<file path="config.mk">
export PLATFORM = sky130hd
export DESIGN_NAME = imem_arbiter
export DESIGN_NICKNAME = d
export VERILOG_FILES = /design/src/rtl/imem_arb_pkg.sv /design/src/rtl/imem_arb_resp.sv /design/src/rtl/imem_arbiter.sv
export SDC_FILE = /design/constraint.sdc
export NUM_CORES = 1
export LEC_CHECK = 0
export ABC_AREA = 1
export ABC_CLOCK_PERIOD_IN_PS = 3550
export CORE_ASPECT_RATIO = 1.4
export CORE_MARGIN = 2
export CORE_UTILIZATION = 65
export DETAILED_ROUTE_END_ITERATION = 7
export DONT_BUFFER_PORTS = 1
export GPL_ROUTABILITY_DRIVEN = 1
export MAX_ROUTING_LAYER = met4
export PLACE_DENSITY = 0.81
export RECOVER_POWER = 100
export SLEW_MARGIN = 20
export SYNTH_ARGS = -nofsm -noshare
export SYNTH_HDL_FRONTEND = slang
export SYNTH_SLANG_ARGS = --single-unit
</file>
<file path="constraint.sdc">
create_clock -name CLK -period 3.55 [get_ports CLK]
set_input_delay 0.5325 -clock CLK [delete_from_list [all_inputs] [get_ports CLK]]
set_output_delay 0.5325 -clock CLK [all_outputs]
set_load 0.01 [all_outputs]
</file>
<file path="src/rtl/imem_arb_pkg.sv">
// Shared types and defaults for the instruction-memory arbiter.
// Arbiter states, default widths/burst length and the burst-counter helper.
package imem_arb_pkg;

   localparam int IMEM_AW_DEF    = 6;
   localparam int IMEM_DW_DEF    = 32;
   localparam int IMEM_BURST_DEF = 4;
   localparam int CNT_W          = 4;

   typedef enum logic [1:0] {
      IDLE = 2'd0,
      OWN0 = 2'd1,
      OWN1 = 2'd2
   } arb_state_e;

   // Burst counter increment that never passes the limit
   function automatic logic [CNT_W-1:0] sat_inc(input logic [CNT_W-1:0] cnt,
                                                input logic [CNT_W-1:0] lim);
      return (cnt >= lim) ? lim : cnt + 4'd1;
   endfunction

endpackage

</file>
<file path="src/rtl/imem_arb_resp.sv">
// Per-requester response register: captures the ROM word on a grant
// and presents it with a one-cycle valid pulse on the following cycle.
module imem_arb_resp
   import imem_arb_pkg::*;
#(
   parameter int DW = IMEM_DW_DEF
) (
   input  logic          CLK,
   input  logic          RST,
   input  logic          i_gnt,
   input  logic [DW-1:0] i_rdata,
   output logic [DW-1:0] o_rdata,
   output logic          o_rvalid
);

   logic [DW-1:0] r_rdata;
   logic          r_rvalid;

   // Capture data on grant; data holds between grants, valid is a pulse
   always_ff @(posedge CLK) begin
      if (RST) begin
         r_rdata  <= '0;
         r_rvalid <= 1'b0;
      end else begin
         r_rvalid <= i_gnt;
         if (i_gnt) r_rdata <= i_rdata;
      end
   end

   assign o_rdata  = r_rdata;
   assign o_rvalid = r_rvalid;

endmodule

</file>
<file path="src/rtl/imem_arbiter.sv">
// Two-requester arbiter in front of a single-port combinational ROM.
// Grants are combinational, read data is returned one cycle later.
// Build option: define IMEM_ARB_FIXED_PRIO_EN for fixed priority
// (requester 0 always wins, burst limit and round-robin pointer unused);
// default build is round-robin with a burst limit per owner.
module imem_arbiter
   import imem_arb_pkg::*;
#(
   parameter int AW    = IMEM_AW_DEF,
   parameter int DW    = IMEM_DW_DEF,
   parameter int BURST = IMEM_BURST_DEF
) (
   input  logic          CLK,
   input  logic          RST,
   input  logic          req0,
   input  logic          req1,
   input  logic [AW-1:0] addr0,
   input  logic [AW-1:0] addr1,
   output logic          gnt0,
   output logic          gnt1,
   output logic [DW-1:0] rdata0,
   output logic [DW-1:0] rdata1,
   output logic          rvalid0,
   output logic          rvalid1,
   output logic          mem_en,
   output logic [AW-1:0] mem_addr,
   input  logic [DW-1:0] mem_rdata
);

   localparam logic [CNT_W-1:0] C_BURST = CNT_W'(BURST);

   arb_state_e       r_state;
   logic [CNT_W-1:0] r_cnt;
   logic             r_rr;      // 0 favours requester 0 on an IDLE tie

   arb_state_e       w_state_nxt;
   logic [CNT_W-1:0] w_cnt_nxt;
   logic             w_rr_nxt;
   logic             w_win0;
   logic             w_win1;

   // State register; reset wins over every other update
   always_ff @(posedge CLK) begin
      if (RST) begin
         r_state <= IDLE;
         r_cnt   <= '0;
         r_rr    <= 1'b0;
      end else begin
         r_state <= w_state_nxt;
         r_cnt   <= w_cnt_nxt;
         r_rr    <= w_rr_nxt;
      end
   end

`ifdef IMEM_ARB_FIXED_PRIO_EN
   // Next state: requester 0 always wins, no burst limit
   always_comb begin
      w_state_nxt = IDLE;
      w_cnt_nxt   = '0;
      w_rr_nxt    = 1'b0;
      w_win0      = 1'b0;
      w_win1      = 1'b0;
      if (req0) begin
         w_win0      = 1'b1;
         w_state_nxt = OWN0;
         w_cnt_nxt   = 4'd1;
      end else if (req1) begin
         w_win1      = 1'b1;
         w_state_nxt = OWN1;
         w_cnt_nxt   = 4'd1;
      end
   end
`else
   // Next state: owner keeps the port until it stops or its burst expires
   // while the other side waits; the counter only advances under contention
   always_comb begin
      w_state_nxt = r_state;
      w_cnt_nxt   = r_cnt;
      w_rr_nxt    = r_rr;
      w_win0      = 1'b0;
      w_win1      = 1'b0;
      case (r_state)
         IDLE: begin
            if (req0 && (!req1 || !r_rr)) begin
               w_win0      = 1'b1;
               w_state_nxt = OWN0;
               w_cnt_nxt   = 4'd1;
            end else if (req1) begin
               w_win1      = 1'b1;
               w_state_nxt = OWN1;
               w_cnt_nxt   = 4'd1;
            end else begin
               w_cnt_nxt   = '0;
            end
         end
         OWN0: begin
            if (req0 && (!req1 || r_cnt < C_BURST)) begin
               w_win0    = 1'b1;
               w_cnt_nxt = req1 ? sat_inc(r_cnt, C_BURST) : 4'd1;
            end else if (req1) begin
               // burst expiry (req0 still up) or owner dropped
               w_win1      = 1'b1;
               w_state_nxt = OWN1;
               w_cnt_nxt   = 4'd1;
               if (req0) w_rr_nxt = 1'b0;
            end else begin
               w_state_nxt = IDLE;
               w_cnt_nxt   = '0;
               w_rr_nxt    = 1'b1;
            end
         end
         OWN1: begin
            if (req1 && (!req0 || r_cnt < C_BURST)) begin
               w_win1    = 1'b1;
               w_cnt_nxt = req0 ? sat_inc(r_cnt, C_BURST) : 4'd1;
            end else if (req0) begin
               w_win0      = 1'b1;
               w_state_nxt = OWN0;
               w_cnt_nxt   = 4'd1;
               if (req1) w_rr_nxt = 1'b1;
            end else begin
               w_state_nxt = IDLE;
               w_cnt_nxt   = '0;
               w_rr_nxt    = 1'b0;
            end
         end
         default: begin
            w_state_nxt = IDLE;
            w_cnt_nxt   = '0;
         end
      endcase
   end
`endif

   // Outputs: grants masked during reset, ROM address follows the winner
   always_comb begin
      gnt0     = w_win0 & ~RST;
      gnt1     = w_win1 & ~RST;
      mem_en   = gnt0 | gnt1;
      mem_addr = '0;
      if (gnt0)      mem_addr = addr0;
      else if (gnt1) mem_addr = addr1;
   end

   imem_arb_resp #(.DW(DW)) u_resp0 (
      .CLK     (CLK),
      .RST     (RST),
      .i_gnt   (gnt0),
      .i_rdata (mem_rdata),
      .o_rdata (rdata0),
      .o_rvalid(rvalid0)
   );

   imem_arb_resp #(.DW(DW)) u_resp1 (
      .CLK     (CLK),
      .RST     (RST),
      .i_gnt   (gnt1),
      .i_rdata (mem_rdata),
      .o_rdata (rdata1),
      .o_rvalid(rvalid1)
   );

endmodule

</file>
# Word level (Yosys, flattened, before mapping)
# Index checks and enable logic that the tools add are counted.
# totals
input_bits	48
elab_cells	69
output_inout_bits	75
ff_bits	73
# classes
n_reduce_logical	13
magnitude_cmp	2
eq_ne	7
bitwise	4
muxes	35
n_addsub	1
# op_table
operator	count
$mux 4	5
$mux 1	18
$mux 6	2
$pmux 4 s3	1
$mux 2	5
$ne 3x3->1 const B	3
$pmux 1 s3	2
$pmux 2 s3	1
$reduce_and 5->1	1
$add 4x1->4 const B	1
$ge 4x3->1 const B	1
$lt 4x3->1 const B	1
$ne 2x2->1 const B	2
$logic_and 1x1->1	3
$logic_not 1->1	3
$logic_or 1x1->1	3
$reduce_and 3->1	1
$and 1x1->1	2
$eq 2x1->1 const B	1
$eq 2x2->1 const B	1
$logic_not 2->1	1
$pmux 1 s2	1
$reduce_bool 2->1	1
$not 1->1	1
$or 1x1->1	1

# Depth between registers and ports, before layout
# Gate-level depths: netlist of the first run.
# logic_depth
ltp_word	8
depth_mapped	9
depth_no_buf	9

# By module
# A second synthesis of the first run with hierarchy kept.
# unflattened
hier_cells	505
area_unflattened_um2	3288.2
# modules_own_cells
mod	cells_each	n_inst	area_per_inst_um2	seq_area_each_um2
imem_arb_resp	206	2	1352.5	660.6
imem_arbiter	93	1	583.1	140.1

# Worst setup path after synthesis of the first run
# No wires, ideal clock.
# synth_timing
path_type	input to output
startpoint	input port req0
endpoint	output port mem_en
arrival_ns	1.452
t_required_ns	3.017
path_slack_ns	1.566
path_buffers	2
stages	8
cell_sequence	buf_2 o21ai_1 nand2_1 nand2_1 nand3_2 nand2_4 buf_4 nand3_1
# synth_via
elab_chain_cells	7
elab_cells_between_ends	17
cone_classes	mux: 9; bitwise: 3; reduce/logical: 5
# synth_lines
item	line	source
start, declared	imem_arbiter.sv:15	input logic req0,
$logic_not 1->1	imem_arbiter.sv:113	if (req1 && (!req0 || r_cnt < C_BURST)) begin
$logic_or 1x1->1	imem_arbiter.sv:113	
$logic_and 1x1->1	imem_arbiter.sv:113	
$mux 1	imem_arbiter.sv:113	
$pmux 1 s3	imem_arbiter.sv:82	case (r_state)
$and 1x1->1 (on tied branches)	imem_arbiter.sv:137, imem_arbiter.sv:138	
$or 1x1->1 (*)	imem_arbiter.sv:139	mem_en = gnt0 | gnt1;
end, declared	imem_arbiter.sv:25	output logic mem_en,
# Every way passes the cells marked *; elsewhere a longest branch is shown, timed or not.

# Worst setup path in the final report of the first run
# layout_timing
startpoint	register r_state[0]
endpoint	output port mem_addr[5]
# layout_via
elab_cells_between_ends	9
cone_classes	eq/ne: 2; mux: 4; bitwise: 2; reduce/logical: 1
# layout_lines
item	line	source
start, declared	imem_arbiter.sv:32	arb_state_e r_state;
start signal, assigned	imem_arbiter.sv:49	r_state <= w_state_nxt;
$eq 2x2->1 (tied with other cells)	imem_arbiter.sv:82	
$pmux 1 s3 (*)	imem_arbiter.sv:82	
$and 1x1->1 (*)	imem_arbiter.sv:137	gnt0 = w_win0 & ~RST;
via gnt0	imem_arbiter.sv:19	output logic gnt0,
$mux 6 (*)	imem_arbiter.sv:141	if (gnt0) mem_addr = addr0;
end, declared	imem_arbiter.sv:26	output logic [AW-1:0] mem_addr,
# The timed path passes the listed nets; every way through them passes the cells marked *.

==> metrics.yaml, run 1 <==
antenna_found_initial: 0
path_delay_family: "simple AND/OR/NAND/NOR gates"
clockBufferDepth: 2
path_class: "register to output port"
final_nets: 408
drive_gt1_frac: 0.0632
postCtsSetupBuffers: 0
synth_common_cells: "nand2_1 (133), dfxtp_1 (73), nand3_1 (70), o21ai_1 (28), buf_4 (9)"
fmax_mhz: 333
yosysUniqueCellTypes: 23
dp_slack_ps: 1090
insertion_delay_ps: 340
skew_ps: 8.17
diodes: 0
yosysMostFrequentCell: "nand2_1"
grt_max_degree: 99
syn_to_final_growth_pct: 5.03
synth-warning-count: 0
max_slew_margin: -0.169
worst_pin_slew_ps: 1750
r2r_slack_ps: 970
worst-r2r-cell-count: 5
grt_first_pass_wirelength_mm: 9.09
io-pin-count: 123
cp-start-kind: "register"
p_leak_uw: 0.00134
gp_routability_congestion: 0.872
hold_depth: 1
cp-end-kind: "output port"
cts_made_buffers: 9
period_minus_slack_ps: 3000
wl_mm: 6.15
initialDrtViolationCount: 159
synthTopCellsByArea: "dfxtp_1 (52%), nand2_1 (18%), nand3_1 (12%)"
clock-sinks: 73
drc: 0
synthesis.instances: 370
hold_buffers: 0
tns_ps: 0
row_count: 28
finalNonFillerCells: 409
portBuffers: 0
worstPathMaxFanout: 36
reg2reg_from: "r_state[1]"
ys_ff_latch: 73
grt-ovfl-total: 0
ys.flop_type: "dfxtp_1"
setup_slack_ps: 548
fill_cells: 380
grt_pass1_vias: 2056
slowest_stage: "dfxtp_1"
synthArstFlopShare: 0
synth_top_area_share: 0.520
dp.final_hpwl_mm: 4.14
path_cells: "inv_1, nor2_1, nand3_1, nand3_2, buf_4, nand2_4, inv_1, nand2_1, nand2_1"
vias: 2356
timing.final.crit_share: 0.846
place_inst: 393
final-hold-violation-count: 0
crit_arrival_ps: 2470
wl_per_cell_um: 15.0
ir_drop_uv: 430
die-area_sq_um: 4880
critical_path.reg2reg.endpoint: "u_resp1.o_rdata[11]"
coreArea_sq_um: 4200
firstDrtPassIters: 4
cap_violations: 1
synth-edff-count: 0
cts_tree: "yes"
path_clk_slew_ps: 70
min_to: "r_cnt[2]"
slowest_delay_ps: 370
die_w_um: 59.6
cts_root_buffer: "clkbuf_8"
crit_buf_inv: 3
die_height_um: 81.8
power-per-cell-area_nw_per_um2: 642
holdCritPathClass: "input port to register"
fin_hold_ws_ps: 285
synth_area_sq_um: 2810
drv_slew: 99
cp.required_ps: 3020
grt_setup_unrepaired: "false"
outcome: "finished with violations"
yosysSeqAreaShare: 0.520
violations: "capacitance limit, slew limit"
utilization: 0.703
syn_nets: 419
vias_per_cell: 5.76
cts_htree_levels: 3
hold_path_startpoint: "RST"
setup_violations: 0
synth_area_leader_cell: "dfxtp_1"
ant_nets: 0
ctsResizeCount: 0
avgSynthCellArea_sq_um: 7.60
grt.total_usage: 0.256
start_util: 0.669
routing by layer:
layer  routed length, um  part of all wire  global-route usage  up-vias
li1                    -                 -                   -     1186
met2                3090              0.50               0.425       90
met3                 570             0.093               0.115        8
met1                2390              0.39               0.268     1072
met5                   0                 0                   -        -
met4                 109             0.018              0.0844        0
through the flow:
stage                     power [uW]  area, sq um
after floorplan                 1200         2810
after global placement          1230         2760
after detailed placement        1240         2760
after CTS                       1910         2970
after global routing            1970         2950
final                           1900         2950
flip-flops by register name, indices dropped and copies added (netlist names):
register	count
r_cnt	4
r_rr	1
r_state	2
u_resp0.o_rdata	32
u_resp0.o_rvalid	1
u_resp1.o_rdata	32
u_resp1.o_rvalid	1
kinds of logic (layout without fill, tap and decap cells):
family | count (synthesis) | in the layout | synth area share
simple gates | 219 | 219 | 0.338
flops | 73 | 73 | 0.520
other cells | 1 | 1 | 0.00133
compound gates | 40 | 40 | 0.0734
fa+ha+maj | 1 | 1 | 0.00445
buf+inv | 36 | 30 | 0.0632
where the power goes:
part / total [uW] / switching [uW] / leakage, uW / internal (uW)
registers: 1010 / 104 / 0.000600 / 910
clock network: 680 / 300 / 0.000105 / 381
logic: 201 / 139 / 0.000631 / 62.0
total: 1900 / 543 / 0.00134 / 1350
cell type report:
type / instances / area (sq um) / share of cell area
Clock buffer: 12 / 165 / 0.0559
Clock inverter: 4 / 50.0 / 0.0169
Tap cell: 45 / 56.3 / 0.0191
Sequential cell: 73 / 1460 / 0.495
Timing Repair Buffer: 3 / 17.5 / 0.00593
Inverter: 11 / 41.3 / 0.0140
Multi-Input combinational cell: 261 / 1160 / 0.393
worst reg2reg max path: stages (launching register included):
cell      delay, ps
dfxtp_1         350
a21oi_1         300
nand4_1         260
nand2_1         600
clkbuf_2        750
o21ai_0         170
cell usage in the layout (no fill, tap or decap), types with 2 or more instances in the layout:
cell type	instances
nand3_1	70
clkbuf_2	2
o21ai_0	33
nand2_1	134
dfxtp_1	73
clkbuf_8	12
nand3_2	2
inv_1	10
clkinvlp_4	2
nor2_1	8
o21ai_1	3
nand4_1	4
a21oi_1	2
worst max-delay path by stage:
stage,cells after the start,slack [ps],from,end
2_1_floorplan,8,1570,req0,mem_en
3_3_place_gp,9,1140,req0,mem_addr[0]
3_5_place_dp,9,1090,req0,mem_addr[5]
4_1_cts,9,700,r_state[0],mem_addr[5]
5_1_grt,9,340,r_state[0],mem_addr[0]
6_report,9,550,r_state[0],mem_addr[5]
Power figures use the tool's default switching activity.
==> run 2, diff against run 1 <==
- ABC_CLOCK_PERIOD_IN_PS: 3550 -> 2700
- CORE_UTILIZATION: 65 -> 56
- PLACE_DENSITY: 0.81 -> 0.74
- clock period: 3.55 -> 2.7 ns (I/O delays scaled with it)
==> run 2 against run 1 <==
  * The run now ends clean
  * Highest routed layer unchanged
  * Sequential share of layout area shrank 1.2 points
  * Non-clock buffer count increased by 3
  * Die area rose by 15%
  * Clock power is 46% higher
  * Critical path type unchanged
  * Total power is 37% higher
  * Worst hold slack got worse by 150 ps
  * Via count fell by 1.9%
==> metrics.yaml, run 2 (synthesis results as in run 1) <==
grt_setup_unrepaired: "false"
final_design_area_no_fill_sq_um: 3030
outcome: "complete, no violations"
timing.final.crit_share: 0.860
final_common_cell: "nand2_1"
initialDrtViolationCount: 172
p_comb_frac: 0.107
crit_arrival_ps: 1920
grt_max_degree: 99
setup_violations: 0
swShare: 0.275
max_slew_margin: 0.530
antenna_found_initial: 0
power-per-cell-area_nw_per_um2: 860
path_clk_slew_ps: 80
wl_mm: 6.47
cts_tree: "yes"
row_count: 30
power.switching_uw: 716
skew_ps: 6.20
layout_common_cells: "nand2_1 (133), dfxtp_1 (73), nand3_1 (71)"
final-hold-violation-count: 0
ant_nets: 0
start_util: 0.581
power_frac_seq: 0.511
cts_made_buffers: 9
cts_htree_levels: 3
fmax_mhz: 430
final_nets: 411
firstDrtPassIters: 4
cp.required_ps: 2300
diodes: 0
path_class: "register to output port"
die_height_um: 87.9
wl_per_cell_um: 15.0
grt.total_usage: 0.243
insertion_delay_ps: 340
die-area_sq_um: 5610
cp-end-kind: "output port"
fin_hold_ws_ps: 132
vias_per_cell: 5.37
p_leak_uw: 0.00137
cp-start-kind: "register"
ir_drop_uv: 433
drive_gt1_frac: 0.0710
drv_slew: 0
grt-ovfl-total: 0
gp_routability_congestion: 0.932
coreArea_sq_um: 4840
die_w_um: 63.9
portBuffers: 0
power.internal_uw: 1890
grt_first_pass_wirelength_mm: 10.2
placed_cell_area_sq_um: 2810
tns_ps: 0
syn_to_final_growth_pct: 7.70
grt_pass1_vias: 2174
hold_buffers: 0
clkPwrFrac: 0.382
clock-sinks: 73
cap_violations: 0
drc: 0
io-pin-count: 123
worst_pin_slew_ps: 705
ctsResizeCount: 0
worstPathMaxFanout: 22
fill_cells: 445
period_minus_slack_ps: 2320
cts_root_buffer: "clkbuf_8"
clockBufferDepth: 2
postCtsSetupBuffers: 0
dp.final_hpwl_mm: 4.36
holdCritPathClass: "input port to register"
vias: 2311
power_uw: 2600
run 2: layer usage:
metal	global-route usage	vias to the layer above	share of wire
met4	0.125	0	0.023
met1	0.275	1029	0.41
met2	0.383	82	0.48
li1	-	1187	-
met3	0.0823	13	0.079
met5	-	-	0
run 2: power groups by stage:
stage / sequential, uW / combinational (uW) / clock [uW]
3_5_place_dp: 1360 / 290 / 0
5_1_grt: 1350 / 321 / 1060
2_1_floorplan: 1330 / 250 / 0
6_report: 1330 / 278 / 995
3_3_place_gp: 1350 / 283 / 0
4_1_cts: 1330 / 291 / 1010
run 2: area by class of cell:
| class | count | area, sq um | area share |
|---|---|---|---|
| Clock buffer | 9 | 124 | 0.0409 |
| Clock inverter | 6 | 108 | 0.0355 |
| Inverter | 11 | 41.3 | 0.0136 |
| Multi-Input combinational cell | 261 | 1170 | 0.385 |
| Sequential cell | 73 | 1460 | 0.482 |
| Tap cell | 64 | 80.1 | 0.0264 |
| Timing Repair Buffer | 6 | 48.8 | 0.0161 |
run 2: worst paths after layout:
path / from / end / slack, ps / cells past startpoint
hold reg to reg: r_rr / r_rr / 510 / 2
setup / recovery: r_state[0] / mem_addr[4] / 380 / 8
setup reg to reg: r_state[0] / u_resp1.o_rdata[29] / 510 / 8
hold / removal: RST / r_cnt[2] / 130 / 1
run 2: critical path: stages (launching register included):
cell	delay [ps]
dfxtp_1	380
inv_1	70
nor2_1	210
nand3_1	190
nand3_1	190
nand2_4	200
inv_2	170
nand2_1	60
nand2_1	110
run 2: metrics by stage:
stage          worst slack (ps)  cells   util
3_3_place_gp                828    415  0.581
5_1_grt                     138    430  0.626
6_report                    377    430  0.626
2_1_floorplan               971    370      -
3_5_place_dp                785    415  0.581
4_1_cts                     460    430  0.629
==> run 3, diff against run 2 <==
==> constraint.sdc (replaced) <==
create_clock -name CLK -period 2.7 [get_ports CLK]
set_input_delay 0.405 -clock CLK [delete_from_list [all_inputs] [get_ports CLK]]
set_output_delay 0.405 -clock CLK [all_outputs]
set_load 0.02 [all_outputs]
==> run 3 against run 2 <==
  * Utilization shrank 0.26 points
  * Critical path type unchanged
  * Final cell count grew 0.23%
  * Total power grew 3.5%
  * Clock power is essentially flat
  * Register-to-register slack gained 90 ps
  * First-iteration DRC count shrank 35%
  * Largest power group unchanged
  * Fmax shrank 0.32%
  * Worst hold slack gained 1.2 ps
  * Flip-flop and latch count is the same
==> metrics.yaml, run 3 (synthesis results as in run 1) <==
vias: 2307
final_common_cell: "nand2_1"
placed_cell_area_sq_um: 2810
tns_ps: 0
antenna_found_initial: 0
p_leak_uw: 0.00136
drv_slew: 0
cts_root_buffer: "clkbuf_8"
postCtsSetupBuffers: 0
ctsResizeCount: 0
layout_common_cells: "nand2_1 (133), dfxtp_1 (73), nand3_1 (71)"
path_class: "register to output port"
wl_per_cell_um: 14.9
drc: 0
cap_violations: 0
top_usage_layer: "met2"
initialDrtViolationCount: 111
place_inst: 416
fmax_mhz: 429
setup_violations: 0
timing.final.crit_share: 0.863
outcome: "complete, no violations"
grt_use_met2: 0.391
path_clk_slew_ps: 70
grt_pass1_vias: 2174
crit_arrival_ps: 1930
ir_drop_uv: 429
clockBufferDepth: 2
wl_mm: 6.41
holdCritPathClass: "input port to register"
final-hold-violation-count: 0
worst_pin_slew_ps: 919
drive_gt1_frac: 0.0681
cts_made_buffers: 9
dp_slack_ps: 748
gp_routability_congestion: 0.860
start_util: 0.581
dp.final_hpwl_mm: 4.23
clock-sinks: 73
grt_first_pass_wirelength_mm: 10.1
finalNonFillerCells: 431
met1_usage: 0.262
cp-end-kind: "output port"
grt-ovfl-total: 0
cts_tree: "yes"
met3_usage: 0.0771
cts_htree_levels: 3
ant_nets: 0
firstDrtPassIters: 4
power-per-cell-area_nw_per_um2: 894
die_w_um: 63.9
hold_buffers: 0
die_height_um: 87.9
portBuffers: 0
period_minus_slack_ps: 2330
die-area_sq_um: 5610
fill_cells: 432
setup_slack_ps: 369
max_slew_margin: 0.387
worstPathMaxFanout: 22
cp.required_ps: 2300
syn_to_final_growth_pct: 7.25
fin_hold_ws_ps: 133
final_design_area_no_fill_sq_um: 3020
insertion_delay_ps: 340
vias_per_cell: 5.35
cp-start-kind: "register"
grt.total_usage: 0.238
row_count: 30
io-pin-count: 123
grt_setup_unrepaired: "false"
skew_ps: 7.39
final_nets: 412
coreArea_sq_um: 4840
grt_max_degree: 99
diodes: 0
-- run 3: layer usage --
layer / routed length (um) / part of all wire
met2: 3180 / 0.50
met4: 97 / 0.015
met3: 483 / 0.075
met5: 0 / 0
met1: 2640 / 0.41
-- run 3: where the power goes --
group | total (uW) | internal [uW] | leakage, uW | switching (uW)
logic | 289 | 85.8 | 0.000641 | 203
registers | 1410 | 1200 | 0.000600 | 216
clock network | 994 | 605 | 0.000115 | 389
total | 2700 | 1890 | 0.00136 | 808
-- run 3: final timing paths --
path,to,start,slack (ps),cells after the start
worst min register to register,r_rr,r_rr,490,2
worst max register to register,u_resp1.o_rdata[3],r_state[0],600,8
worst min-delay path,r_cnt[2],RST,130,1
worst max-delay path,mem_addr[4],r_state[0],370,8
-- run 3: per-stage QoR --
stage | utilization | power, uW
floorplan | - | 1670
global placement | 0.580 | 1730
detailed placement | 0.580 | 1740
CTS | 0.628 | 2730
global route | 0.623 | 2810
finish | 0.623 | 2700
-- run 3: layout make-up --
class | instances | area, sq um | share of cell area
clock buffer | 9 | 124 | 0.0411
clock inverter | 6 | 108 | 0.0357
sequential | 73 | 1460 | 0.484
multi-input combinational | 261 | 1160 | 0.384
inverter | 11 | 41.3 | 0.0137
tap | 64 | 80.1 | 0.0265
timing repair buffer | 7 | 42.5 | 0.0141
-- run 3: worst max-delay path: stages (launching register included) --
cell	delay [ps]
dfxtp_1	370
inv_1	70
nor2_1	210
nand3_1	190
nand3_2	150
nand2_4	180
inv_2	160
nand2_1	70
nand2_1	180
